--- config.mk ---
export PLATFORM = sky130hd
export DESIGN_NAME = ddr3_lane_read_training_ctrl
export DESIGN_NICKNAME = d
export VERILOG_FILES = /design/src/rtl/ddr3_lane_read_training_ctrl.sv
export SDC_FILE = /design/constraint.sdc
export NUM_CORES = 1
export LEC_CHECK = 0
export ABC_AREA = 1
export BUFFER_PORTS_ARGS = -buffer_cell sky130_fd_sc_hd__buf_2
export CORE_MARGIN = 2
export CORE_UTILIZATION = 30
export CTS_CLUSTER_SIZE = 12
export DETAILED_ROUTE_END_ITERATION = 12
export GPL_TIMING_DRIVEN = 0
export MAX_ROUTING_LAYER = met4
export PLACE_DENSITY_LB_ADDON = 0.05
export SETUP_SLACK_MARGIN = 0.3
export SKIP_LAST_GASP = 1
export SLEW_MARGIN = 20
export SYNTH_ARGS = -nofsm -noshare
export SYNTH_HDL_FRONTEND = slang
export SYNTH_SLANG_ARGS = --single-unit
--- constraint.sdc ---
create_clock -name FAB_CLK -period 3.29 [get_ports FAB_CLK]
set_input_delay 0.658 -clock FAB_CLK [delete_from_list [all_inputs] [get_ports FAB_CLK]]
set_output_delay 0.658 -clock FAB_CLK [all_outputs]
set_load 0.02 [all_outputs]
--- src/rtl/ddr3_lane_read_training_ctrl.sv ---
// rtl/ddr3_lane_read_training_ctrl.sv - DDR3 byte-lane read-training sweep and centring engine (optional READ_TRAIN_EYE_MON_EN)
module ddr3_lane_read_training_ctrl #(
    parameter int          TAP_W         = 8,
    parameter int          MAX_TAPS      = 128,
    parameter int          SETTLE_CYCLES = 8,
    parameter int          SAMPLE_CYCLES = 16,
    parameter int          MIN_WINDOW    = 4,
    parameter logic [7:0]  PATTERN       = 8'h55
) (
    input  logic             FAB_CLK,
    input  logic             ARST_N,
    input  logic             START,
    input  logic             DATA_VALID,
    input  logic [7:0]       RX_DATA_0,
    input  logic             EYE_MONITOR_EARLY_0,
    input  logic             EYE_MONITOR_LATE_0,
    input  logic             DELAY_LINE_OUT_OF_RANGE_0,
    output logic             DELAY_LINE_LOAD_0,
    output logic             DELAY_LINE_MOVE_0,
    output logic             DELAY_LINE_DIRECTION_0,
    output logic             EYE_MONITOR_CLEAR_FLAGS_0,
    output logic             BUSY,
    output logic             DONE,
    output logic             FAIL,
    output logic [TAP_W-1:0] TAP_OUT
);

    localparam int CNT_MAX = (SETTLE_CYCLES > SAMPLE_CYCLES) ? SETTLE_CYCLES : SAMPLE_CYCLES;
    localparam int CNT_W   = $clog2(CNT_MAX + 1);
    localparam logic [CNT_W-1:0] SETTLE_LAST = CNT_W'(SETTLE_CYCLES - 1);
    localparam logic [CNT_W-1:0] SAMPLE_LAST = CNT_W'(SAMPLE_CYCLES - 1);
    localparam logic [TAP_W-1:0] TAP_LAST    = TAP_W'(MAX_TAPS - 1);
    localparam logic [TAP_W:0]   MIN_W       = (TAP_W + 1)'(MIN_WINDOW);

    typedef enum logic [3:0] {
        S_IDLE, S_LOAD, S_CLEAR, S_SETTLE, S_SAMPLE, S_STEP,
        S_BACK, S_BMOVE, S_BSETTLE, S_DONE, S_FAIL
    } state_t;

    state_t           state_q, state_d;
    logic [TAP_W-1:0] tap_q, tap_d;
    logic [TAP_W-1:0] first_q, first_d;
    logic [TAP_W-1:0] last_q, last_d;
    logic [TAP_W-1:0] centre_q, centre_d;
    logic [CNT_W-1:0] cnt_q, cnt_d;
    logic             win_q, win_d;
    logic             bad_q, bad_d;
    logic             seen_q, seen_d;

    logic             eye_bad;
    logic             beat_bad;
    logic             tap_fail;
    logic [TAP_W:0]   width;
    logic [TAP_W-1:0] centre;

`ifdef READ_TRAIN_EYE_MON_EN
    assign eye_bad                   = EYE_MONITOR_EARLY_0 | EYE_MONITOR_LATE_0;
    assign EYE_MONITOR_CLEAR_FLAGS_0 = (state_q == S_CLEAR);
`else
    logic unused_eye_flags;
    assign unused_eye_flags          = EYE_MONITOR_EARLY_0 ^ EYE_MONITOR_LATE_0;
    assign eye_bad                   = 1'b0;
    assign EYE_MONITOR_CLEAR_FLAGS_0 = 1'b0;
`endif

    // A tap also fails if no read beat at all arrived during its sample window.
    assign beat_bad = DATA_VALID && (RX_DATA_0 != PATTERN);
    assign tap_fail = bad_q | beat_bad | eye_bad | ~(seen_q | DATA_VALID);
    assign width    = {1'b0, last_q} - {1'b0, first_q} + 1'b1;
    assign centre   = first_q + ((last_q - first_q) >> 1);

    assign DELAY_LINE_LOAD_0      = (state_q == S_LOAD);
    assign DELAY_LINE_MOVE_0      = (state_q == S_STEP) || (state_q == S_BMOVE);
    // Direction flips only on entry to/exit from the sweep, never on a MOVE cycle.
    assign DELAY_LINE_DIRECTION_0 = state_q inside {S_LOAD, S_CLEAR, S_SETTLE, S_SAMPLE, S_STEP};
    assign BUSY                   = !(state_q inside {S_IDLE, S_DONE, S_FAIL});
    assign DONE                   = (state_q == S_DONE);
    assign FAIL                   = (state_q == S_FAIL);
    assign TAP_OUT                = tap_q;

    // State and datapath registers.
    always_ff @(posedge FAB_CLK or negedge ARST_N) begin
        if (!ARST_N) begin
            state_q  <= S_IDLE;
            tap_q    <= '0;
            first_q  <= '0;
            last_q   <= '0;
            centre_q <= '0;
            cnt_q    <= '0;
            win_q    <= 1'b0;
            bad_q    <= 1'b0;
            seen_q   <= 1'b0;
        end else begin
            state_q  <= state_d;
            tap_q    <= tap_d;
            first_q  <= first_d;
            last_q   <= last_d;
            centre_q <= centre_d;
            cnt_q    <= cnt_d;
            win_q    <= win_d;
            bad_q    <= bad_d;
            seen_q   <= seen_d;
        end
    end

    // Sweep, window tracking and back-off sequencing.
    always_comb begin
        state_d  = state_q;
        tap_d    = tap_q;
        first_d  = first_q;
        last_d   = last_q;
        centre_d = centre_q;
        cnt_d    = cnt_q;
        win_d    = win_q;
        bad_d    = bad_q;
        seen_d   = seen_q;
        case (state_q)
            S_IDLE, S_DONE, S_FAIL: begin
                if (START) begin
                    state_d = S_LOAD;
                    tap_d   = '0;
                    first_d = '0;
                    last_d  = '0;
                    win_d   = 1'b0;
                    bad_d   = 1'b0;
                    seen_d  = 1'b0;
                    cnt_d   = '0;
                end
            end
            S_LOAD: begin
                tap_d   = '0;
                state_d = S_CLEAR;
            end
            S_CLEAR: begin
                cnt_d   = '0;
                state_d = S_SETTLE;
            end
            S_SETTLE: begin
                if (cnt_q == SETTLE_LAST) begin
                    cnt_d   = '0;
                    bad_d   = 1'b0;
                    seen_d  = 1'b0;
                    state_d = S_SAMPLE;
                end else begin
                    cnt_d = cnt_q + 1'b1;
                end
            end
            S_SAMPLE: begin
                bad_d  = bad_q | beat_bad | eye_bad;
                seen_d = seen_q | DATA_VALID;
                cnt_d  = cnt_q + 1'b1;
                if (cnt_q == SAMPLE_LAST) begin
                    if (!tap_fail) begin
                        if (!win_q) begin
                            first_d = tap_q;
                        end
                        last_d = tap_q;
                        win_d  = 1'b1;
                    end
                    if ((tap_fail && win_q) || DELAY_LINE_OUT_OF_RANGE_0 || (tap_q == TAP_LAST)) begin
                        state_d = S_BACK;
                    end else begin
                        state_d = S_STEP;
                    end
                end
            end
            S_STEP: begin
                tap_d   = tap_q + 1'b1;
                state_d = S_CLEAR;
            end
            S_BACK: begin
                if (!win_q || (width < MIN_W)) begin
                    state_d = S_FAIL;
                end else begin
                    centre_d = centre;
                    state_d  = (tap_q == centre) ? S_DONE : S_BMOVE;
                end
            end
            S_BMOVE: begin
                tap_d   = tap_q - 1'b1;
                cnt_d   = '0;
                state_d = S_BSETTLE;
            end
            S_BSETTLE: begin
                if (cnt_q == SETTLE_LAST) begin
                    state_d = (tap_q == centre_q) ? S_DONE : S_BMOVE;
                end else begin
                    cnt_d = cnt_q + 1'b1;
                end
            end
            default: state_d = S_IDLE;
        endcase
    end

endmodule

==> metrics.md <==
| Metric | Value |
|---|---|
| Final GP Congestion | just over 0.8 |
| Total number of vias | 3447 |
| Synth Register Bits | 44 |
| Num ports | 30 |
| Asr flop ratio synth | 100% |
| Area post-placement | 0.00423 mm^2 |
| Post-Syn Nets | 597 |
| P_leak | 2.37 nW |
| Vias per cell | 4.51 |
| Global-route usage over all layers | 15.4% |
| Antenna viol nets, final | 0 |
| Largest net degree at the start of global routing | 45 |
| Largest family of logic cells by synthesized area | simple AND/OR/NAND/NOR gates |
| Cell area after layout | 0.00475 mm^2 |
| Wirelength, routed | between 9000 and 10000 um |
| Worst hold path class | in2async |
| Crit path capture | state_q[1] |
| Share of cells above drive strength 1 | 26.4% |
| Vert. Die Dim | 118 um |
| Critical-path maximum fanout | 2 |
| H-Tree Depth | 2 |
| Core Area | 0.0126 mm^2 |
| Comb power frac | 2.0% |
| Top area cells in the synthesized netlist | dfrtp_1, nand2_1, ha_1, inv_1, nand3_1 |
| Synthesized area | 0.00388 mm^2 |
| First-pass GRT wire length | 16900 um |
| Arr. time, crit path | 3.09 ns |
| TritonCTS Buffers | 5 |
| Worst Slack Setup Final | around 0.38 ns |
| Switching fraction of total power | between 20% and 30% |
| Synth cell types | 45 |
| Post-synth top cells | nand2_1, inv_1, dfrtp_1 |
| Critical Path Start Type | flip-flop |
| Final Hold Viols | 0 |
| CTS tree | yes |
| CTS Hold Bufs | 0 |
| Synthesized netlist cell count | approximately 550 |
| Setup TNS | 0 ns |
| Main synth FF type | dfrtp_1 |
| Row count | 41 |
| Sequential Power Share | 50.1% |
| Final Slew Violations | 0 |
| Outcome | completed |
| Clock share of power | 47.8% |
| ANT cells | 0 |
| Critical path class | reg2reg |
| Number of flops mapped to enable cells by yosys | 0 |
| FMAX | 0.344 GHz |
| Reg-to-Reg End | state_q[1] |
| Initial DRC count | 123 |
| Grt total ovfl | 0 |
| Mapped Avg Cell Area | 7.13 um^2 |
| Port Buffers | 26 |
| Sequential cell area fraction in the yosys report | 28.3% |
| Worst reg-to-reg path cell count | 19 |
| Synth Area in Compound Gates | between 10% and 20% |
| RSZ-0062 raised after global routing | yes |
| First-pass DRT Iterations | 4 |
| Vias in the first global route | 3457 |
| Min cycle time layout | 2.91 ns |
| DP Worst Slack | -0.123 ns |
| Final worst-path cycle share | around nine tenths |
| Clock tree buffer depth | 2 |
| DRC viols | 0 |
| Synth Area in Simple Gates | 32.2% |
| Most common cell in the synthesized netlist | nand2_1 |
| Clk root buf | clkbuf_16 |
| Peak supply drop | 0.000183 V |
| Die Wd | 118 um |
| Switching power | approximately 0.23 mW |
| R2R setup slack | 0.38 ns |
| Nets | approximately 640 |
| Layout Skew | 0.00444 ns |
| Post-detail-place hpwl | 7880 um |
| Post-Synth Adder-Cell Area | around 13% |
| Mux cell area share after synthesis | less than 1% |
| CP endpoint kind | flip-flop |
| Worst-skew pair later-pin latency | 0.29 ns |
| Max-Cap Viols | 0 |
| Clock-pin slew on the worst setup and hold paths | 0.06 ns |
| Initial core utilization | 30.8% |
| Wirelength per Cell | 12.9 um |
| Leading area contributor after synthesis | dfrtp_1 |
| CP Data Required Time | between 3 and 4 ns |
| Warnings, synthesis | 0 |
| Initial antenna violation count | 0 |
| DIE AREA | 0.0139 mm^2 |
| Post-synthesis xor/xnor area fraction | 3.61% |
| Area Growth Syn to Fin | 22.2% |
| Slew HR | roughly half |
| Slew @ Worst Pin | 0.726 ns |
| Num Clock Sinks | 44 |
| Setup crit start | first_q[0] |
| Crit Reg-Reg Startpoint | first_q[0] |
| Setup violations, final | 0 |
| Pwr/cell area | around 230 mW/mm^2 |
| Pint | 0.848 mW |
| Top cell type's share of synthesized area | 28.3% |
[worst min path at each step]
stage | start | end | slack [ns] | depth (start not counted)
floorplan | ARST_N | TAP_OUT[0] | 0.36 | 0
global placement | last_q[2] | last_q[2] | 0.48 | 2
detailed placement | last_q[2] | last_q[2] | 0.49 | 2
CTS | last_q[7] | last_q[7] | 0.51 | 2
global route | ARST_N | TAP_OUT[0] | 0.43 | 1
finish | ARST_N | TAP_OUT[0] | 0.35 | 1
[worst max-delay path, cell delays in order, from the launching register on]
cell and delay [ns]:
dfrtp_1 0.39, inv_2 0.07, nor2_2 0.05, fa_2 0.54, inv_2 0.05, ha_4 0.16
fa_2 0.56, inv_2 0.04, nand2_1 0.05, nand4_1 0.07, nor2_1 0.13, nand2_1 0.09
nor2_1 0.17, nand2_1 0.07, nor2_1 0.09, nand2_1 0.06, nand2_1 0.05, nand2_1 0.05
nand2_1 0.06, nand2_1 0.04
[what timing repair did]
item                                    in CTS  in global routing
gates cloned                                 0                  0
setup buffers                                9                  4
resized for setup                           20                 43
endpoints found under the setup margin       5                  4
pin swaps                                   17                 33
[logic make-up (layout without fill, tap and decap cells)]
kind of cell	after synthesis	after routing
adder cells (fa/ha/maj)	37	37
AND/OR/NAND/NOR	277	277
AO/OA/AOI/OAI	69	69
other	1	1
XOR/XNOR	16	16
multiplexers	1	1
buffers and inverters	100	147
flip-flops	44	44
[registers in the layout (all words and copies together) (netlist names), 4 cells and up]
| signal | flops |
|---|---|
| TAP_OUT | 8 |
| last_q | 8 |
| first_q | 8 |
| state_q | 4 |
| centre_q | 8 |
| cnt_q | 5 |
[per-layer routing]
layer | up-vias | part of all wire (%) | track usage [%]
li1 | 1819 | - | -
met1 | 1574 | 50 | 20.5
met2 | 46 | 47 | 25.2
met3 | 8 | 2.0 | 1.99
met4 | 0 | 1.1 | 3.39
met5 | - | 0 | -
[power by group through the flow]
stage	registers, mW	clock network (mW)	logic (mW)
after floorplan	0.551	0	0.00358
after global placement	0.551	0	0.0232
after detailed placement	0.551	0	0.0233
after CTS	0.541	0.536	0.0234
after global routing	0.540	0.558	0.0264
final	0.541	0.516	0.0221
[per-stage QoR]
step | total power, mW | util [%] | std cells | hold slack [ns]
3_5_place_dp | 0.574 | 33.5 | 743 | 0.487
5_1_grt | 1.12 | 37.6 | 764 | 0.427
2_1_floorplan | 0.555 | - | 545 | 0.362
6_report | 1.08 | 37.6 | 764 | 0.352
4_1_cts | 1.10 | 36.0 | 760 | 0.509
3_3_place_gp | 0.574 | 33.5 | 743 | 0.478
[cells in the final DEF, fill, tap and decap left out, drive strengths merged, types with 2 or more instances in the layout]
cell type	Yosys	final
nor4	2	2
nand4	6	6
o22ai	3	3
a21oi	18	18
clkinv	0	2
o21a	2	2
ha	29	29
a21boi	2	2
clkbuf	3	9
nor2	42	42
nor3	8	8
nand3	39	39
dfrtp	44	44
or2	3	3
nand2	171	171
fa	8	8
xnor2	6	6
xor2	10	10
inv	93	93
o21ai	38	38
buf	4	43
nand3b	4	4
[final cells by class]
class | count | area, um^2
fillers | 1367 | 7870
multi-input cells | 401 | 2630
flip-flops and latches | 44 | 1100
inverters | 93 | 352
repair buffers | 39 | 230
well taps | 172 | 215
clock buffers | 6 | 139
plain buffers | 7 | 62.6
clock inverters | 2 | 10.0
Power figures use the tool's default switching activity.
